[config.mk]
export PLATFORM = sky130hd
export DESIGN_NAME = axi_slave_mux_w_n
export DESIGN_NICKNAME = d
export VERILOG_FILES = /design/src/rtl/axi_ic_pkg.sv /design/src/rtl/axi_decerr_slave_w.sv /design/src/rtl/axi_slave_mux_w_n.sv
export SDC_FILE = /design/constraint.sdc
export NUM_CORES = 1
export LEC_CHECK = 0
export CORE_MARGIN = 10
export CORE_UTILIZATION = 20
export DETAILED_ROUTE_END_ITERATION = 16
export MAX_ROUTING_LAYER = met4
export PLACE_DENSITY_LB_ADDON = 0.2
export SETUP_SLACK_MARGIN = 0.05
export SYNTH_ARGS = -nofsm -noshare
export SYNTH_HDL_FRONTEND = slang
export SYNTH_SLANG_ARGS = --single-unit
[constraint.sdc]
create_clock -name ACLK -period 2.2 [get_ports ACLK]
set_clock_uncertainty 0.1 [all_clocks]
set_input_delay 0.33 -clock ACLK [delete_from_list [all_inputs] [get_ports ACLK]]
set_output_delay 0.33 -clock ACLK [all_outputs]
set_load 0.1 [all_outputs]
[src/rtl/axi_ic_pkg.sv]
// Shared AXI interconnect types and constants for the write-path router.
package axi_ic_pkg;

    localparam logic [1:0] RESP_OKAY   = 2'b00;
    localparam logic [1:0] RESP_SLVERR = 2'b10;
    localparam logic [1:0] RESP_DECERR = 2'b11;

    typedef enum logic [1:0] {
        IDLE,
        ADDR,
        DATA,
        RESP
    } wr_state_t;

    function automatic int clog2(input int v);
        int r;
        r = 0;
        for (int i = 0; i < 31; i++) begin
            if ((1 << i) < v) r = i + 1;
        end
        return r;
    endfunction

endpackage

[src/rtl/axi_decerr_slave_w.sv]
// Internal default slave: accepts AW and W unconditionally and answers with DECERR.
module axi_decerr_slave_w
    import axi_ic_pkg::*;
#(
    parameter int ID_WIDTH   = 8,
    parameter int USER_WIDTH = 8
) (
    input  logic                  i_aw_en,
    input  logic                  i_w_en,
    input  logic                  i_b_en,
    input  logic [ID_WIDTH-1:0]   i_id,
    output logic                  o_awready,
    output logic                  o_wready,
    output logic                  o_bvalid,
    output logic [ID_WIDTH-1:0]   o_bid,
    output logic [1:0]            o_bresp,
    output logic [USER_WIDTH-1:0] o_buser
);

    assign o_awready = i_aw_en;
    assign o_wready  = i_w_en;
    assign o_bvalid  = i_b_en;
    assign o_bid     = i_b_en ? i_id : '0;
    assign o_bresp   = i_b_en ? RESP_DECERR : RESP_OKAY;
    assign o_buser   = '0;

endmodule

[src/rtl/axi_slave_mux_w_n.sv]
// AXI write-path router: steers AW/W handshakes to one of NUM_SLAVES ports and muxes B back.
module axi_slave_mux_w_n
    import axi_ic_pkg::*;
#(
    parameter int NUM_SLAVES = 4,
    parameter int ADDR_WIDTH = 64,
    parameter int ID_WIDTH   = 8,
    parameter int USER_WIDTH = 8,
    parameter int SEL_LSB    = 28
) (
    input  logic                             ACLK,
    input  logic                             ARESET,
    input  logic [ADDR_WIDTH-1:0]            m_AWADDR,
    input  logic [ID_WIDTH-1:0]              m_AWID,
    input  logic                             m_AWVALID,
    output logic                             m_AWREADY,
    input  logic                             m_WVALID,
    input  logic                             m_WLAST,
    output logic                             m_WREADY,
    output logic [ID_WIDTH-1:0]              m_BID,
    output logic [1:0]                       m_BRESP,
    output logic [USER_WIDTH-1:0]            m_BUSER,
    output logic                             m_BVALID,
    input  logic                             m_BREADY,
    output logic [NUM_SLAVES-1:0]            s_AWVALID,
    input  logic [NUM_SLAVES-1:0]            s_AWREADY,
    output logic [NUM_SLAVES-1:0]            s_WVALID,
    input  logic [NUM_SLAVES-1:0]            s_WREADY,
    input  logic [NUM_SLAVES*ID_WIDTH-1:0]   s_BID,
    input  logic [NUM_SLAVES*2-1:0]          s_BRESP,
    input  logic [NUM_SLAVES*USER_WIDTH-1:0] s_BUSER,
    input  logic [NUM_SLAVES-1:0]            s_BVALID,
    output logic [NUM_SLAVES-1:0]            s_BREADY
);

    localparam int SEL_W = (clog2(NUM_SLAVES) < 1) ? 1 : clog2(NUM_SLAVES);

    wr_state_t             r_state;
    logic [SEL_W-1:0]      r_sel;
    logic                  r_decerr;
    logic [ID_WIDTH-1:0]   r_id;

    logic [SEL_W-1:0]      w_field;
    logic                  w_unused_addr;
    logic                  w_in_addr;
    logic                  w_in_data;
    logic                  w_in_resp;
    logic                  w_sel_awready;
    logic                  w_sel_wready;
    logic                  w_sel_bvalid;
    logic [ID_WIDTH-1:0]   w_sel_bid;
    logic [1:0]            w_sel_bresp;
    logic [USER_WIDTH-1:0] w_sel_buser;
    logic                  w_dec_awready;
    logic                  w_dec_wready;
    logic                  w_dec_bvalid;
    logic [ID_WIDTH-1:0]   w_dec_bid;
    logic [1:0]            w_dec_bresp;
    logic [USER_WIDTH-1:0] w_dec_buser;

    assign w_field       = m_AWADDR[SEL_LSB +: SEL_W];
    assign w_unused_addr = ^m_AWADDR;

    always_ff @(posedge ACLK) begin
        if (ARESET) begin
            r_state  <= IDLE;
            r_sel    <= '0;
            r_decerr <= 1'b0;
            r_id     <= '0;
        end else begin
            case (r_state)
                IDLE: begin
                    if (m_AWVALID) begin
                        r_sel    <= w_field;
                        r_id     <= m_AWID;
                        r_decerr <= (int'(w_field) >= NUM_SLAVES);
                        r_state  <= ADDR;
                    end
                end
                ADDR: if (m_AWVALID && m_AWREADY) r_state <= DATA;
                DATA: if (m_WVALID && m_WREADY && m_WLAST) r_state <= RESP;
                RESP: if (m_BVALID && m_BREADY) r_state <= IDLE;
                default: r_state <= IDLE;
            endcase
        end
    end

    // Outputs are forced low while reset is asserted, even mid-transaction.
    assign w_in_addr = !ARESET && (r_state == ADDR);
    assign w_in_data = !ARESET && (r_state == DATA);
    assign w_in_resp = !ARESET && (r_state == RESP);

    always_comb begin
        w_sel_awready = 1'b0;
        w_sel_wready  = 1'b0;
        w_sel_bvalid  = 1'b0;
        w_sel_bid     = '0;
        w_sel_bresp   = '0;
        w_sel_buser   = '0;
        s_AWVALID     = '0;
        s_WVALID      = '0;
        s_BREADY      = '0;
        for (int k = 0; k < NUM_SLAVES; k++) begin
            if (int'(r_sel) == k && !r_decerr) begin
                w_sel_awready = s_AWREADY[k];
                w_sel_wready  = s_WREADY[k];
                w_sel_bvalid  = s_BVALID[k];
                w_sel_bid     = s_BID[k*ID_WIDTH +: ID_WIDTH];
                w_sel_bresp   = s_BRESP[k*2 +: 2];
                w_sel_buser   = s_BUSER[k*USER_WIDTH +: USER_WIDTH];
                s_AWVALID[k]  = w_in_addr & m_AWVALID;
                s_WVALID[k]   = w_in_data & m_WVALID;
                s_BREADY[k]   = w_in_resp & m_BREADY;
            end
        end
    end

    axi_decerr_slave_w #(
        .ID_WIDTH   (ID_WIDTH),
        .USER_WIDTH (USER_WIDTH)
    ) u_decerr (
        .i_aw_en   (w_in_addr & r_decerr),
        .i_w_en    (w_in_data & r_decerr),
        .i_b_en    (w_in_resp & r_decerr),
        .i_id      (r_id),
        .o_awready (w_dec_awready),
        .o_wready  (w_dec_wready),
        .o_bvalid  (w_dec_bvalid),
        .o_bid     (w_dec_bid),
        .o_bresp   (w_dec_bresp),
        .o_buser   (w_dec_buser)
    );

    assign m_AWREADY = r_decerr ? w_dec_awready : (w_in_addr & w_sel_awready);
    assign m_WREADY  = r_decerr ? w_dec_wready  : (w_in_data & w_sel_wready);
    assign m_BVALID  = r_decerr ? w_dec_bvalid  : (w_in_resp & w_sel_bvalid);
    assign m_BID     = r_decerr ? w_dec_bid     : (w_in_resp ? w_sel_bid   : '0);
    assign m_BRESP   = r_decerr ? w_dec_bresp   : (w_in_resp ? w_sel_bresp : '0);
    assign m_BUSER   = r_decerr ? w_dec_buser   : (w_in_resp ? w_sel_buser : '0);

endmodule

Word-level counts from Yosys, hierarchy flattened
Cells that the tools add are included.
W data, S select, Z words.
Storage, ports and cells
  bits in read-only memories: 0
  bits of input ports: 162
  memories kept: 0
  latch bits: 0
  flip-flop bits (word level): 4
  output and inout bits: 33
  word-level logic and storage cells: 74
  RAM bits: 0
Operators by class
  reductions and logical operators: 12
  muxes and demuxes: 44
  $lt $le $gt $ge: 0
  div/mod/pow operators: 0
  shift-type cells: 0
  add/sub/neg operators: 0
  equal/unequal tests: 10
  multipliers: 0
  bitwise logic cells: 6
Operators with widths (count)
  $mux W8: 10
  $mux W1: 24
  $mux W2: 9
  $eq A2 B2 Y1 const B: 4
  $ne A2 B2 Y1 const B: 4
  $pmux W2 S4: 1
  $logic_and A1 B1 Y1: 7
  $and A1 B1 Y1: 6
  $eq A2 B1 Y1 const B: 2
  $logic_not A2 Y1: 2
  $reduce_and A4 Y1: 1
  $reduce_and A2 Y1: 1
  $logic_not A1 Y1: 1

Logic depth before layout (Yosys ltp)
Gate-level depths: netlist (run 1).
  depth after elaboration: 10
  depth in mapped cells: 6
  depth with buffers taken out: 6

Worst setup path before layout (run 1)
Ideal clock, no wire load.
  path type: register -> output
  from: register r_sel[1]
  to: output port s_AWVALID[0]
  stages on the path, launching flop included: 4
  path slack: -1037 ps
  path buffers: 2
  arrival time: 2807 ps
  required time: 1770 ps
  cells stage by stage: dfxtp_1 > clkbuf_1 > buf_1 > nor3_1
Between the ends
  word-level cells in the longest chain between the ends: 2
RTL lines
  start: declaration: RTL line axi_slave_mux_w_n.sv:39  | logic [SEL_W-1:0] r_sel;
  start signal: assignment: RTL line axi_slave_mux_w_n.sv:74  | r_sel <= w_field;
  $logic_not A2 Y1: RTL line axi_slave_mux_w_n.sv:104  | if (int'(r_sel) == k && !r_decerr) begin
  $mux W1: RTL line axi_slave_mux_w_n.sv:104
  end: declaration: RTL line axi_slave_mux_w_n.sv:25  | output logic [NUM_SLAVES-1:0] s_AWVALID,
Every way passes these cells.

Final worst setup path (run 1)
  from: register r_sel[0]
  to: output port m_BID[7]
Between the ends
  word-level cells in the longest chain between the ends: 6
  elaborated cells between the ends (all ways): 9
  classes of those cells: 3 x eq/ne; 5 x mux; 1 x reduce/logical
RTL lines
  $logic_not A2 Y1: RTL line axi_slave_mux_w_n.sv:104
  $mux W8 (3 in series): RTL line axi_slave_mux_w_n.sv:104
  $mux W8 *: RTL line axi_slave_mux_w_n.sv:104
  $mux W8 *: RTL line axi_slave_mux_w_n.sv:137  | assign m_BID = r_decerr ? w_dec_bid : (w_in_resp ? w_sel_bid : '0);
  end: declaration: RTL line axi_slave_mux_w_n.sv:20  | output logic [ID_WIDTH-1:0] m_BID,
Every way passes the cells marked *; elsewhere a longest branch is shown, timed or not.

==> impl_metrics.ini, run 1 <==
[drt]
detailroute.via_count = 1378
wl_um = 5147
detail-route-antenna-nets = 0
drc = 0
wire_per_inst_um = 17.10
drt_iter0_markers = 18
first_pass_iters = 4
viasPerCell = 4.578

[setup_path]
crit_cells = 4
r2r_start = r_sel[0]$_SDFFE_PP0P_
cp_num_buf_inv = 2
cpLargestDelayFamily = multiplexers
ff2ff_setup_slack_ns = 0.31
end_kind = output pin
r2r-end = r_state[1]$_SDFFE_PP0P_
critical_path_arrival_ns = 1.65
cp_slowest_cell = mux4_1
ff2ff_path_depth = 5
criticalPathCategory = reg2out
cp.required_ns = 1.77
cp_cell_sequence = buf_12 -> mux4_1 -> nor2b_1 -> buf_12
path_max_fanout = 9
start_kind = flop
critical_path.most_common_cell = buf_12
worst_path_largest_cell_delay_ns = 0.52

[place]
portBuffers = 124
post-place-ws_ns = 0.07882
dp_cells = 294
gp_congestion = 0.8651
dp_hpwl_um = 4629

[sta]
worst_slew_margin_rel_pct = 79.49
worstMarginPinSlew_ns = 0.3077
rsz0062_at_grt = true
setup_ws_ns = 0.1186
fin_crit_ns = 2.081
setup_violations = 0
fmax_mhz = 480.4
hold_viol = 0
setup_tns_ns = 0
post-route-period-util_pct = 94.61
slew_viol_final = 0

[yosys]
syn_nets = 265
syn_area_um2 = 996.0
syn_inst = 99
avgSynthCellArea_um2 = 10.06
yosysWarningCount = 0
ys_seq_area_share_pct = 8.040
yosysUniqueCellTypes = 25
ys_ff_latch = 4

[global_routing]
track_usage_pct = 12.29
met2_usage_pct = 21.57
grt_max_degree = 14
grt.met3_usage_pct = 3.325
grt_pass1_wl_um = 8017
grt_pass1_vias = 1548
grt-busiest-layer = met2
grt_overflow = 0
gr-usage-met1_pct = 13.73
antenna_found_initial = 0

[hold_path]
hp-start = r_sel[1]$_SDFFE_PP0P_
hold_depth = 2
hold_path.class = reg2reg
holdPathEnd = r_sel[1]$_SDFFE_PP0P_

[power_and_ir_drop]
p_leak_uw = 0.001078
power_density_nw_per_um2 = 460.8
peakVddDrop_mv = 0.5049
design_power_total_uw = 1377

[clock_network]
cts_tree = done
clk-insertion-delay-late_ns = 0.21
numCtsBuffers = 3
htreeDepth = 1
clockRootBuffer = clkbuf_8
cts_hold_buf = 0
path_clk_slew_ns = 0.03
clockBufferDepth = 2
clock_sinks = 4

[cells_and_area]
final_common_cell = clkdlybuf4s50_1
antenna-diode-count = 0
nNetsFinal = 402
final_cell_mix = clkdlybuf4s50_1, buf_12, mux4_2
stdcell_count = 301
syn2layout_area_growth_pct = 200.0
drive_above_1_share_pct = 43.16

[floorplan]
initial_utilization_pct = 20.81
fp.dieW_um = 90.57
core_um2 = 4786
die_y_um = 90.57
io_pins = 195
rows = 25
die_area_um2 = 8202

[run]
cap_violations = 0

[status]
status = finished clean
-- sequential cells by signal, summed over array words and instances, names as in the netlist --
register and count:
r_sel 2, r_state 2
-- how the worst max path moves through the flow --
stage                                      from    endpoint  slack, ns
final                     r_sel[0]$_SDFFE_PP0P_    m_BID[7]       0.12
after CTS                 r_sel[1]$_SDFFE_PP0P_  m_BUSER[6]       0.09
after detailed placement  r_sel[0]$_SDFFE_PP0P_  m_BUSER[6]       0.08
after global placement    r_sel[0]$_SDFFE_PP0P_    m_BID[4]       0.10
after floorplan           r_sel[1]$_SDFFE_PP0P_    m_BID[1]      -0.40
after global routing      r_sel[0]$_SDFFE_PP0P_    m_BID[7]       0.03
-- worst register-to-register path, delay by kind of cell (launching register included) --
kind                   cells  cell delay (ns)
DFF                        1             0.42
buffers and inverters      1             0.14
AOI/OAI and AO/OA          3             0.64
muxes                      1             0.51
-- repair_timing --
item                                    CTS  global route
endpoints found under the setup margin   29             9
cloned                                    0             0
resized for setup                         1             1
pin swaps                                 0             0
buffers inserted                          4             0
-- through the flow --
step                      hold slack [ns]  utilization (%)  instance area, um2
after floorplan                    0.2991                -                1190
after global placement             0.4727            60.60                2900
after detailed placement           0.4851            60.60                2900
after CTS                          0.4648            62.41                2987
after global routing               0.4747            62.43                2988
final                              0.4183            62.43                2988
-- where the power goes --
part | switching [uW] | internal, uW
clock network | 34.2 | 116
registers | 38.4 | 99.7
logic | 508 | 580
total | 580 | 796
-- logic make-up after synthesis --
group | count (synthesis) | share of synthesized area, %
simple gates | 49 | 26.51
compound gates | 8 | 6.030
fa+ha+maj | 4 | 5.025
buf+inv | 13 | 5.777
mux | 21 | 48.62
flops | 4 | 8.041
-- synth_stat cells, drive strengths merged --
master	number	area [um2]
dfxtp	4	80.08
a31oi	1	6.260
nand4	1	6.260
nand2	5	18.77
nor2b	19	118.9
ha	4	50.05
buf	3	20.01
nor3	4	20.02
a31o	2	17.52
a32o	1	11.26
a41o	1	10.01
nor2	9	33.78
a21oi	3	15.01
and4b	1	10.01
inv	6	22.52
nand3	5	25.02
and3	2	12.51
mux4	21	484.2
nand2b	3	18.77
clkbuf	4	15.01
-- cell type report --
| cell class | instances | area, um2 |
|---|---|---|
| fill | 403 | 1798 |
| timing repair buffer | 139 | 1709 |
| multi-input combinational | 82 | 1046 |
| sequential | 4 | 85.08 |
| tap | 67 | 83.83 |
| clock buffer | 3 | 41.29 |
| inverter | 6 | 22.52 |
-- layer usage --
layer  share of wire, %  up-vias
met5                  0        -
met4               0.93        0
met3                9.4        6
met2                 50       79
met1                 39      640
li1                   -      653
Note: power is estimated with default switching activity, not from simulation.
==> inputs of run 2 (changes only) <==
--- a/config.mk
+++ b/config.mk
@@ -8,8 +8,9 @@
 export CORE_MARGIN = 10
 export CORE_UTILIZATION = 20
 export DETAILED_ROUTE_END_ITERATION = 16
+export GPL_ROUTABILITY_DRIVEN = 0
 export MAX_ROUTING_LAYER = met4
-export PLACE_DENSITY_LB_ADDON = 0.2
+export PLACE_DENSITY = 0.83
 export SETUP_SLACK_MARGIN = 0.05
 export SYNTH_ARGS = -nofsm -noshare
 export SYNTH_HDL_FRONTEND = slang
==> impl_metrics.ini, run 2 (synthesis gave the netlist of run 1 again) <==
[status]
status = finished clean

[power_and_ir_drop]
p_leak_uw = 0.001056
pwr-share-comb_pct = 79.9
design_power_total_uw = 1384
p_seq_share_pct = 8.8
power_density_nw_per_um2 = 468.5
switching_share_pct = 43.41
clock_power_share_pct = 11.3
p_sw_uw = 600.8
internal_power_uw = 783.3
peakVddDrop_mv = 0.3851

[floorplan]
die_y_um = 90.57
io_pins = 195
initial_utilization_pct = 20.81
rows = 25
core_um2 = 4786
fp.dieW_um = 90.57
die_area_um2 = 8202

[setup_path]
cp_num_buf_inv = 2
criticalPathCategory = reg2out
cp_slowest_cell = mux4_2
worst_path_largest_cell_delay_ns = 0.54
end_kind = output pin
crit_cells = 4
critical_path_arrival_ns = 1.65
cp.required_ns = 1.77
start_kind = flop
cp_cell_sequence = buf_4 -> mux4_2 -> nor2b_4 -> buf_12
path_max_fanout = 10
ff2ff_path_depth = 5
cpLargestDelayFamily = multiplexers

[sta]
fmax_mhz = 479.9
setup_tns_ns = 0
hold_viol = 0
worst_slew_margin_rel_pct = 78.20
post-route-period-util_pct = 94.71
fin_crit_ns = 2.084
slew_viol_final = 0
hold_ws_ns = 0.4840
worstMarginPinSlew_ns = 0.3270
rsz0062_at_grt = true
setup_violations = 0

[clock_network]
cts_hold_buf = 0
postCtsSetupBuffers = 0
cts_tree = done
clock_sinks = 4
clockRootBuffer = clkbuf_8
path_clk_slew_ns = 0.03
clockBufferDepth = 2
clk-insertion-delay-late_ns = 0.22
htreeDepth = 1
cts.repair.resized = 1
numCtsBuffers = 3

[place]
portBuffers = 124
dp_cells = 294
placed_area_um2 = 2900
dp_hpwl_um = 5033

[drt]
wl_met2_um = 2927
routed.top_layer = met4
wire_per_inst_um = 18.88
wl_um = 5608
drc = 0
detailroute.via_count = 1383
first_pass_iters = 4
wl_met3_um = 370
drt_iter0_markers = 19
detail-route-antenna-nets = 0
viasPerCell = 4.657
drt-met1-wl_um = 2286

[cells_and_area]
drive_above_1_share_pct = 41.74
final_common_cell = clkdlybuf4s50_1
nNetsFinal = 398
stdcell_count = 297
antenna-diode-count = 0
final_cell_mix = clkdlybuf4s50_1, buf_12, mux4_2
reg_top3 = r_sel x2, r_state x2
final_area_um2 = 2954
syn2layout_area_growth_pct = 196.6

[global_routing]
grt_pass1_vias = 1641
grt_pass1_wl_um = 8838
track_usage_pct = 13.83
grt_max_degree = 18
antenna_found_initial = 0
grt_overflow = 0

[hold_path]
hold_depth = 2
hold_path.class = reg2reg

[run]
cap_violations = 0
==> run 2: cell count changes in the layout (fill, tap and decap cells not counted) <==
cell,previous run,this run
dfxtp_1,2,3
dfxtp_4,1,0
buf_4,13,9
==> run 2: stage by stage <==
step,utilization [%],setup WS [ns]
finish,61.73,0.1164
global route,61.73,0.04777
CTS,61.54,0.08589
detailed placement,60.60,0.1193
global placement,60.60,0.1499
floorplan,-,-0.4017
==> run 2: final cells by class <==
| cell class | count | area, um2 |
|---|---|---|
| Fill cell | 398 | 1832 |
| Timing Repair Buffer | 135 | 1679 |
| Multi-Input combinational cell | 82 | 1046 |
| Tap cell | 67 | 83.83 |
| Sequential cell | 4 | 81.33 |
| Clock buffer | 3 | 41.29 |
| Inverter | 6 | 22.52 |
==> run 2: routing by layer <==
| metal | up-vias | GRT usage [%] |
|---|---|---|
| met1 | 648 | 15.51 |
| li1 | 648 | - |
| met3 | 3 | 3.076 |
| met2 | 84 | 24.88 |
| met5 | - | - |
| met4 | 0 | 1.989 |
==> run 2: path summary, 6_finish.rpt <==
kind,from,endpoint,slack (ns)
hold reg to reg,r_state[0]$_SDFFE_PP0P_,r_state[0]$_SDFFE_PP0P_,0.48
hold / removal,r_state[0]$_SDFFE_PP0P_,r_state[0]$_SDFFE_PP0P_,0.48
setup reg to reg,r_sel[0]$_SDFFE_PP0P_,r_state[1]$_SDFFE_PP0P_,0.35
setup / recovery,r_sel[0]$_SDFFE_PP0P_,m_BUSER[1],0.12
==> run 2: power by group through the flow <==
| stage | Combinational, uW | Clock [uW] | Sequential (uW) |
|---|---|---|---|
| after floorplan | 697 | 0 | 112 |
| after global placement | 1070 | 0 | 119 |
| after detailed placement | 1100 | 0 | 121 |
| after CTS | 1120 | 158 | 120 |
| after global routing | 1180 | 163 | 126 |
| final | 1110 | 156 | 122 |
==> run 2: worst register-to-register path: stages (launching register included) <==
cell and delay (ns):
dfxtp_2 0.34, buf_12 0.16, mux4_2 0.54, a31o_2 0.30
a31o_1 0.22, a21oi_1 0.13
==> inputs of run 3 (changes only) <==
--- a/config.mk
+++ b/config.mk
@@ -7,11 +7,13 @@
 export LEC_CHECK = 0
 export CORE_MARGIN = 10
 export CORE_UTILIZATION = 20
+export CTS_BUF_LIST = sky130_fd_sc_hd__clkbuf_2 sky130_fd_sc_hd__clkbuf_4 sky130_fd_sc_hd__clkbuf_8
 export DETAILED_ROUTE_END_ITERATION = 16
 export GPL_ROUTABILITY_DRIVEN = 0
 export MAX_ROUTING_LAYER = met4
 export PLACE_DENSITY = 0.83
 export SETUP_SLACK_MARGIN = 0.05
+export SLEW_MARGIN = 5
 export SYNTH_ARGS = -nofsm -noshare
 export SYNTH_HDL_FRONTEND = slang
 export SYNTH_SLANG_ARGS = --single-unit
==> constraint.sdc (replaced) <==
create_clock -name ACLK -period 2.2 [get_ports ACLK]
set_clock_uncertainty 0.1 [all_clocks]
set_input_delay 0.33 -clock ACLK [delete_from_list [all_inputs] [get_ports ACLK]]
set_output_delay 0.33 -clock ACLK [all_outputs]
set_load 0.005 [all_outputs]
==> impl_metrics.ini, run 3 (synthesis gave the netlist of run 1 again) <==
[status]
status = finished clean

[cells_and_area]
final_common_cell = clkdlybuf4s50_1
drive_above_1_share_pct = 26.64
fillerInstances = 440
nNetsFinal = 412
syn2layout_area_growth_pct = 156.9
stdcell_count = 312
utilization_pct = 53.46
reg_top3 = r_sel x2, r_state x2
final_cell_mix = clkdlybuf4s50_1, dlygate4sd2_1, mux4_2

[setup_path]
path_max_fanout = 6
cp_slowest_cell = mux4_2
start_kind = flop
cp_num_buf_inv = 3
criticalPathCategory = reg2out
cp.required_ns = 1.77
cpLargestDelayFamily = buffers and inverters
worst_path_largest_cell_delay_ns = 0.46
cp_cell_sequence = buf_16 -> buf_12 -> mux4_2 -> nor2b_1 -> dlygate4sd2_1
crit_cells = 5
critical_path_arrival_ns = 1.70
crit_start = r_sel[0]$_SDFFE_PP0P_
ff2ff_path_depth = 6
end_kind = output pin
r2r_start = r_sel[0]$_SDFFE_PP0P_

[global_routing]
grt_pass1_vias = 1696
grt_overflow = 0
track_usage_pct = 14.29
grt_pass1_wl_um = 8976
antenna_found_initial = 0
grt_max_degree = 20

[hold_path]
hold_path.class = reg2reg
hold_depth = 2
hp-start = r_state[0]$_SDFFE_PP0P_

[sta]
setup_violations = 0
hold_viol = 0
worst_slew_margin_rel_pct = 85.92
fmax_mhz = 469.9
rsz0062_at_grt = true
slew_viol_final = 0
setup_tns_ns = 0
worstMarginPinSlew_ns = 0.2109
fin_crit_ns = 2.128
post-route-period-util_pct = 96.73

[clock_network]
clockRootBuffer = clkbuf_8
clock_sinks = 4
path_clk_slew_ns = 0.03
numCtsBuffers = 3
cts_tree = done
cts_hold_buf = 0
clockBufferDepth = 2
clk-insertion-delay-late_ns = 0.22
htreeDepth = 1

[drt]
wl_um = 5920
detailroute.via_count = 1447
detail-route-antenna-nets = 0
wire_per_inst_um = 18.97
viasPerCell = 4.638
drc = 0
first_pass_iters = 4
drt_iter0_markers = 29

[place]
portBuffers = 124
dp_cells = 294
dp_hpwl_um = 5017

[floorplan]
core_um2 = 4786
fp.dieW_um = 90.57
rows = 25
die_y_um = 90.57
initial_utilization_pct = 20.81
die_area_um2 = 8202
io_pins = 195

[run]
cap_violations = 0

[power_and_ir_drop]
design_power_total_uw = 1140
p_leak_uw = 0.001047
power_density_nw_per_um2 = 445.6
peakVddDrop_mv = 0.3946
run 3: path summary, 6_finish.rpt:
check | to | slack (ns)
setup / recovery | m_BID[2] | 0.07
hold / removal | r_state[0]$_SDFFE_PP0P_ | 0.51
setup reg to reg | r_state[1]$_SDFFE_PP0P_ | 0.32
hold reg to reg | r_state[0]$_SDFFE_PP0P_ | 0.51
run 3: what timing repair did:
| action | in CTS | in global routing |
|---|---|---|
| cloned | 1 | 0 |
| setup endpoints to repair | 29 | 12 |
| gates resized for setup | 49 | 17 |
| setup buffers | 8 | 5 |
| pin swaps | 0 | 2 |
run 3: routing by layer:
| layer | global-route usage, % | wire length (um) |
|---|---|---|
| met3 | 4.988 | 611 |
| met2 | 25.54 | 2966 |
| met1 | 14.30 | 2230 |
| met4 | 4.244 | 112 |
| met5 | - | 0 |
run 3: area by class of cell:
cell class	instances	area (um2)	area share [%]
diodes	1	2.502	0.09780
flip-flops and latches	4	83.83	3.276
repair buffers	149	1453	56.77
clock buffers	3	41.29	1.614
multi-input cells	82	872.1	34.08
inverters	6	22.52	0.8802
well taps	67	83.83	3.276
run 3: power breakdown:
part	internal, uW	switching, uW
Sequential	98.7	31.9
Clock	117	43.8
Combinational	547	302
Total	762	378
run 3: tightest hold or removal path, cell delays in order, from the launching register on:
cell and delay [ns]:
dfxtp_1 0.34, a31oi_1 0.17, nor3_1 0.06
run 3: through the flow:
step,hold slack [ns],setup WS (ns),area (um2)
detailed placement,0.5148,-0.1153,2407
CTS,0.5175,-0.002347,2527
global placement,0.4679,-0.09653,2407
global route,0.5269,0.01068,2556
finish,0.5116,0.07201,2559
floorplan,0.2991,0.3009,996.0
